<file path="config.mk">
export PLATFORM = sky130hd
export DESIGN_NAME = yapay_zeka_komut_birimi
export DESIGN_NICKNAME = d
export VERILOG_FILES = /design/src/rtl/yapay_zeka_komut_birimi.sv
export SDC_FILE = /design/constraint.sdc
export NUM_CORES = 1
export LEC_CHECK = 0
export CAP_MARGIN = 30
export CORE_ASPECT_RATIO = 1.2
export CORE_UTILIZATION = 30
export CTS_CLUSTER_DIAMETER = 50
export DETAILED_ROUTE_END_ITERATION = 12
export PLACE_DENSITY = 0.63
export SKIP_LAST_GASP = 1
export SLEW_MARGIN = 15
export SYNTH_ARGS = -nofsm -noshare
export SYNTH_HDL_FRONTEND = slang
export SYNTH_SLANG_ARGS = --single-unit
export TNS_END_PERCENT = 30
</file>
<file path="constraint.sdc">
create_clock -name clk_i -period 5.5 [get_ports clk_i]
set_input_delay 1.375 -clock clk_i [delete_from_list [all_inputs] [get_ports clk_i]]
set_output_delay 1.375 -clock clk_i [all_outputs]
set_load 0.05 [all_outputs]
</file>
<file path="src/rtl/yapay_zeka_komut_birimi.sv">
// yapay_zeka_komut_birimi
// Decodes custom-opcode AI-accelerator instructions and turns them into
// filter/data load and clear pulses plus a convolution run handshake.
// The handshake stalls the pipeline until the accelerator reports a result
// or the wait limit expires. The result is then presented for writeback
// for one cycle.
//
// Ports
//   clk_i, rst_i                 clock, synchronous active-high reset
//   durdur_i                     pipeline freeze (holds all state, masks pulses)
//   buyruk_gecerli_i, buyruk_i   instruction valid / instruction word
//   rs1_veri_i, rs2_veri_i       operand values of the instruction
//   conv_sonuc_i, conv_hazir_i   accelerator result / result ready
//   blok_aktif_o                 accelerator selected this cycle
//   rs1_veri_o, rs2_veri_o       operands registered for the accelerator
//   filtre_rs1_en_o/rs2_en_o     filter load enables, filtre_sil_o filter clear
//   veri_rs1_en_o/rs2_en_o       data load enables, veri_sil_o data clear
//   conv_yap_en_o                convolution run request
//   stall_o                      hold pipeline
//   sonuc_o, rd_o                writeback value / register
//   sonuc_gecerli_o              writeback valid pulse
//   gecersiz_o                   illegal funct3 pulse
//   tasma_o                      sticky: a load was dropped on overflow
//   zaman_asimi_o                sticky: accelerator wait timed out
module yapay_zeka_komut_birimi #(
  parameter int         ZAMAN_ASIMI = 40,
  parameter logic [6:0] OPCODE      = 7'b0001011
) (
  input  logic        clk_i,
  input  logic        rst_i,
  input  logic        durdur_i,
  input  logic        buyruk_gecerli_i,
  input  logic [31:0] buyruk_i,
  input  logic [31:0] rs1_veri_i,
  input  logic [31:0] rs2_veri_i,
  input  logic [31:0] conv_sonuc_i,
  input  logic        conv_hazir_i,
  output logic        blok_aktif_o,
  output logic [31:0] rs1_veri_o,
  output logic [31:0] rs2_veri_o,
  output logic        filtre_rs1_en_o,
  output logic        filtre_rs2_en_o,
  output logic        filtre_sil_o,
  output logic        veri_rs1_en_o,
  output logic        veri_rs2_en_o,
  output logic        veri_sil_o,
  output logic        conv_yap_en_o,
  output logic        stall_o,
  output logic [31:0] sonuc_o,
  output logic [4:0]  rd_o,
  output logic        sonuc_gecerli_o,
  output logic        gecersiz_o,
  output logic        tasma_o,
  output logic        zaman_asimi_o
);

  localparam int TW = (ZAMAN_ASIMI < 2) ? 1 : $clog2(ZAMAN_ASIMI);
  localparam logic [TW-1:0] SAYAC_SON = TW'(ZAMAN_ASIMI - 1);
  localparam logic [4:0]    ELEMAN_MAX = 5'd16;

  localparam logic [1:0] BOSTA = 2'd0;
  localparam logic [1:0] BEKLE = 2'd1;
  localparam logic [1:0] SONUC = 2'd2;

  logic [1:0]    durum;
  logic [TW-1:0] bekle_sayac;
  logic [4:0]    filtre_sayac;
  logic [4:0]    veri_sayac;
  logic [4:0]    rd_q;

  // Commands issued last cycle; they stay armed across a freeze.
  logic bek_f1, bek_f2, bek_fs, bek_v1, bek_v2, bek_vs, bek_gec;

  logic       kabul;
  logic [2:0] funct3;
  logic       cift;
  logic [4:0] artis;
  logic       f_yukle, v_yukle, f_sil, v_sil, conv_kabul, gecersiz_kabul;
  logic       f_ok, v_ok;

  logic unused_buyruk_bitleri;
  assign unused_buyruk_bitleri = ^{buyruk_i[31:26], buyruk_i[24:15]};

  assign funct3 = buyruk_i[14:12];
  assign cift   = buyruk_i[25];
  assign artis  = cift ? 5'd2 : 5'd1;

  // Acceptance uses only the FSM busy condition, not stall_o itself, so the
  // combinational stall for a fresh conv run does not block its own accept.
  always_comb begin
    kabul          = buyruk_gecerli_i & ~durdur_i & ~rst_i &
                     (buyruk_i[6:0] == OPCODE) & (durum != BEKLE);
    f_yukle        = kabul & (funct3 == 3'b000);
    v_yukle        = kabul & (funct3 == 3'b001);
    f_sil          = kabul & (funct3 == 3'b010);
    v_sil          = kabul & (funct3 == 3'b011);
    conv_kabul     = kabul & (funct3 == 3'b100);
    gecersiz_kabul = kabul & funct3[2] & (funct3[1:0] != 2'b00);
    f_ok           = f_yukle & ((filtre_sayac + artis) <= ELEMAN_MAX);
    v_ok           = v_yukle & ((veri_sayac + artis) <= ELEMAN_MAX);
  end

  // Command pulses, element counters, overflow flag and operand registers.
  always_ff @(posedge clk_i) begin
    if (rst_i) begin
      bek_f1       <= 1'b0;
      bek_f2       <= 1'b0;
      bek_fs       <= 1'b0;
      bek_v1       <= 1'b0;
      bek_v2       <= 1'b0;
      bek_vs       <= 1'b0;
      bek_gec      <= 1'b0;
      filtre_sayac <= '0;
      veri_sayac   <= '0;
      tasma_o      <= 1'b0;
      rs1_veri_o   <= '0;
      rs2_veri_o   <= '0;
    end else begin
      if (!durdur_i) begin
        bek_f1  <= f_ok & ~cift;
        bek_f2  <= f_ok & cift;
        bek_fs  <= f_sil;
        bek_v1  <= v_ok & ~cift;
        bek_v2  <= v_ok & cift;
        bek_vs  <= v_sil;
        bek_gec <= gecersiz_kabul;
      end
      if (f_sil) begin
        filtre_sayac <= '0;
      end else if (f_ok) begin
        filtre_sayac <= filtre_sayac + artis;
      end
      if (v_sil) begin
        veri_sayac <= '0;
      end else if (v_ok) begin
        veri_sayac <= veri_sayac + artis;
      end
      if (f_sil | v_sil) begin
        tasma_o <= 1'b0;
      end else if ((f_yukle & ~f_ok) | (v_yukle & ~v_ok)) begin
        tasma_o <= 1'b1;
      end
      if (f_ok | v_ok) begin
        rs1_veri_o <= rs1_veri_i;
        rs2_veri_o <= rs2_veri_i;
      end
    end
  end

  // Convolution handshake. A conv run may also start straight from SONUC,
  // since stall_o is low there and the pipeline can issue again.
  always_ff @(posedge clk_i) begin
    if (rst_i) begin
      durum         <= BOSTA;
      bekle_sayac   <= '0;
      rd_q          <= '0;
      sonuc_o       <= '0;
      zaman_asimi_o <= 1'b0;
    end else if (!durdur_i) begin
      case (durum)
        BEKLE: begin
          if (conv_hazir_i) begin
            sonuc_o <= conv_sonuc_i;
            durum   <= SONUC;
          end else if (bekle_sayac == SAYAC_SON) begin
            sonuc_o       <= conv_sonuc_i;
            zaman_asimi_o <= 1'b1;
            durum         <= SONUC;
          end else begin
            bekle_sayac <= bekle_sayac + TW'(1);
          end
        end
        default: begin
          if (conv_kabul) begin
            durum       <= BEKLE;
            bekle_sayac <= '0;
            rd_q        <= buyruk_i[11:7];
          end else begin
            durum <= BOSTA;
          end
        end
      endcase
    end
  end

  // Armed pulses are masked while frozen and released once durdur_i drops.
  always_comb begin
    filtre_rs1_en_o = bek_f1 & ~durdur_i;
    filtre_rs2_en_o = bek_f2 & ~durdur_i;
    filtre_sil_o    = bek_fs & ~durdur_i;
    veri_rs1_en_o   = bek_v1 & ~durdur_i;
    veri_rs2_en_o   = bek_v2 & ~durdur_i;
    veri_sil_o      = bek_vs & ~durdur_i;
    gecersiz_o      = bek_gec & ~durdur_i;
    conv_yap_en_o   = (durum == BEKLE);
    stall_o         = (durum == BEKLE) | conv_kabul;
    sonuc_gecerli_o = (durum == SONUC) & ~durdur_i;
    rd_o            = sonuc_gecerli_o ? rd_q : 5'd0;
    blok_aktif_o    = filtre_rs1_en_o | filtre_rs2_en_o | filtre_sil_o |
                      veri_rs1_en_o | veri_rs2_en_o | veri_sil_o | conv_yap_en_o;
  end

endmodule

</file>
==> results.txt <==
- The flow ran to the end, and the final reports show no timing, DRC or antenna violations.
* Number of unique standard cell types used by synthesis: 56
- In this run, placement finished with an instance count of 977.
* Average vias per placed instance: 4.65
* Count of routing violations after the opening detailed-route iteration: 202
- Average cell area after synthesis: 9.22 um2
* Maximum clock frequency: 0.205 GHz
* Worst clock skew: 0.00823 ns
* Sequential share of the synthesized area: between 40% and 50%
- For this run, asynchronously set or reset flops after synthesis account for 0%.
* Chip Height: roughly 150 um
* Post-synthesis instance total: 556
* Share of total power consumed by net switching: 21.3%
- roughly 250 I/O pins were placed.
- The sequential cells in the finished layout cover a total of 2560 um2.
* Final min period: 4.89 ns
- CTS built an H-tree with a depth of 4.
- Maximum fanout count along the critical path: 8
- The finished layout holds 1,009 standard cells, fillers aside.
- At the pin with the least slew margin, the transition time is 0.794 ns.
- Slew Limit Fails: 0
- Post-CTS repair changed the size of 0 cells.
- Global-route wire length before repair: approximately 23,000 um
- In this run, synthesis inferred 0 flip-flops with an integrated enable.
- Worst vdd ir: 0.152 mV
* Syn Std Cell Area: 5130 um2
* Cell types with the largest area share after synthesis: dfxtp_1, mux2i_1, nor2_1
- Mapped Nets: 696
- Total of fill cells in the finished design: 1,576
- Final worst path period share: between 80% and 90%
- Final Wtd Congestion: between 0.8 and 0.9
- Post-CTS Setup Bufs: 0
- Clock tree root buffer cell: clkbuf_16
- CP endpoint kind: output port
- Measured against its own limit, the worst slew margin works out to a little under half.
- Most used DFF post-synth: dfxtp_1
- RSZ-0062 raised after global routing: no
* Via count of the first global-routing pass: 4,709
- Internal power summed over all cells: between 1.5 and 2 mW
* Yosys synthesis warning count: 0
- The floorplan has 52 rows.
- The worst hold path belongs to the class flop to flop.
- For this design the static power due to leakage is between 3 and 4 nW.
* Number of hold violations in the final report: 0
- In the final timing run, aggregate negative setup slack is 0 ns.
- The clock passes through at most 2 buffers.
- Crit path arrival time: 3.51 ns
- In this run the power density over the cells is 262 nW/um2.
- Worst-Skew Late Latency: 0.41 ns
* Worst-path cell chain: clkdlybuf4s50_1, nor2b_1, nor4_1, or4b_2, buf_4
- The die covers 17,600 um2.
- In this run, synthesis produced a sequential element count of approximately 130.
- Total number of vias: 4,691
- Setup violations remaining at the end of the flow were counted as 0.
- Entering global routing, the biggest net connects 79 pins.
- Across the run, the number of max-cap violations was 0.
* Comb power frac: 5.5%
- Summed over all instances, the cell type with the most area after synthesis is dfxtp_1.
- Worst setup SP type: primary input
* Post-Place Worst Slack: 0.578 ns
* Final global-route overflow total: 0
* Final-stage net count: 920
- The post-route netlist has under 10% of its cells at a drive strength greater than 1.
* Required time at the endpoint of the critical path: 4.12 ns
* Remaining antenna violation count: 0
- Sequential cells account for 43.3% of the total power.
- TritonCTS created 17 clock buffers.
- Net Sw Power: around 460 uW
- The clock network is responsible for 51.2% of the overall power.
- IO buf count: 230
* Combined global-route utilization of all metal layers: 16.8%
* Setup ws final: 0.611 ns
* Post-detailed-routing wire length: roughly 14,000 um
- Critical Path Max Stage Delay: 0.63 ns
* Number of clock sinks: 128
- Detailed-router iteration count before antenna repair: 6
- Core area: around 17,000 um2
- Detailed placement finished with a half-perimeter wire length of 10,500 um.
* Area growth from synthesis to final layout: 59.6%
- The initial utilization of the core area, before any placement, comes to 30.5%.
- Top-area cell type share of the netlist area: 50.0%
* Routed len/inst: 14.3 um
- ANT cells: 0
- TritonCTS built the clock tree.
* Clk slew on worst S/H paths: 0.06 ns
- Kind of critical path: primary input to output port
* Cell with the largest stage delay on the worst path: clkdlybuf4s50_1
- In this run, post-CTS hold repair placed 0 buffers.
- Antenna violations before repair: 0
- Chip width: 121 um
- The multi-input combinational cells in the finished layout cover a total of 2340 um2.
- In the routed design, unresolved DRC markers number 0.
## synth_stat cells (3+ instances only)
cell type / number
dfxtp_1: 128
nand3_1: 5
nand4_1: 4
ha_1: 5
mux2i_1: 71
or2_2: 3
a21oi_1: 50
nor3b_1: 4
or3_1: 4
nor2b_1: 10
inv_1: 12
nor3_1: 3
nand2_1: 75
o21ai_0: 10
clkbuf_1: 23
nor2_1: 87
buf_6: 7
and2_1: 6
nand2b_1: 3
## placed cells by master (no fill, tap or decap), drive strengths merged, types with 2 or more instances in the layout
cell type | netlist | final
xnor2 | 2 | 2
or3 | 4 | 4
nor3 | 5 | 5
nor2 | 88 | 88
clkdlybuf4s50 | 0 | 227
o21ai | 10 | 10
a221oi | 2 | 2
nor4 | 2 | 2
clkinv | 0 | 6
nand2b | 3 | 3
nor4b | 2 | 2
or2 | 3 | 3
nand3b | 2 | 2
clkbuf | 24 | 19
o211ai | 3 | 3
or4 | 2 | 2
inv | 13 | 15
a21oi | 50 | 50
ha | 5 | 5
buf | 9 | 11
dfxtp | 128 | 128
nor3b | 4 | 4
mux2i | 71 | 71
a41oi | 2 | 2
nor2b | 10 | 10
nand4 | 4 | 4
nand3 | 6 | 6
bufinv | 0 | 2
nand2 | 75 | 75
and2 | 6 | 6
fa | 2 | 2
a311oi | 2 | 2
clkinvlp | 0 | 3
## registers in the layout (all words and copies together) (netlist names), 2 cells and up
name          count
bekle_sayac       6
durum             2
filtre_sayac      5
rd_q              5
rs1_veri_o       32
rs2_veri_o       32
sonuc_o          32
veri_sayac        5
## cell families after synthesis
family / after synthesis / synth area share [%]
adders and majority gates: 7 / 2.00
AOI/OAI and AO/OA: 80 / 9.15
and+or+nand+nor: 221 / 20.0
buffers and inverters: 46 / 4.51
muxes: 71 / 13.9
DFF: 128 / 50.0
xor gates and xnor gates: 3 / 0.513
## final timing paths
kind                         end           from  slack, ns  cells after the start
setup / recovery    blok_aktif_o       durdur_i       0.61                      5
hold / removal       sonuc_o[19]    sonuc_o[19]       0.46                      2
setup reg to reg  rs1_veri_o[23]  veri_sayac[0]       2.68                     10
hold reg to reg      sonuc_o[19]    sonuc_o[19]       0.46                      2
## metrics by stage
step	power, mW	area (um2)	utilization [%]	hold WS, ns
after floorplan	0.974	5130	-	0.441
after global placement	1.06	7600	45.3	0.442
after detailed placement	1.07	7600	45.3	0.448
after CTS	2.17	8180	48.7	0.456
after global routing	2.21	8180	48.7	0.478
final	2.14	8180	48.7	0.455
## metal layers
layer  global-route usage (%)  vias up  share of wire, %
met1                     18.0     2210                40
met5                        0        -                 0
li1                         -     2324                 -
met3                     5.90       17               6.9
met2                     30.0      140                52
met4                     5.68        0               1.6
## critical path: cells and delay by family
kind | cells | cell delay, ns
buf+inv | 2 | 0.84
simple gates | 3 | 1.30
## layout make-up
class,instances,share of cell area (%)
Clock inverter,13,1.68
Timing Repair Buffer,238,29.1
Sequential cell,128,31.3
Inverter,13,0.596
Multi-Input combinational cell,382,28.6
Clock buffer,19,5.41
Tap cell,216,3.30
## power groups by stage
stage          Sequential [mW]  Clock (mW)  Combinational, mW
3_3_place_gp             0.948           0              0.116
3_5_place_dp             0.948           0              0.118
6_report                 0.928        1.10              0.118
4_1_cts                  0.927        1.12              0.119
2_1_floorplan            0.948           0             0.0260
5_1_grt                  0.927        1.16              0.126
Note: power is estimated with default switching activity, not from simulation.
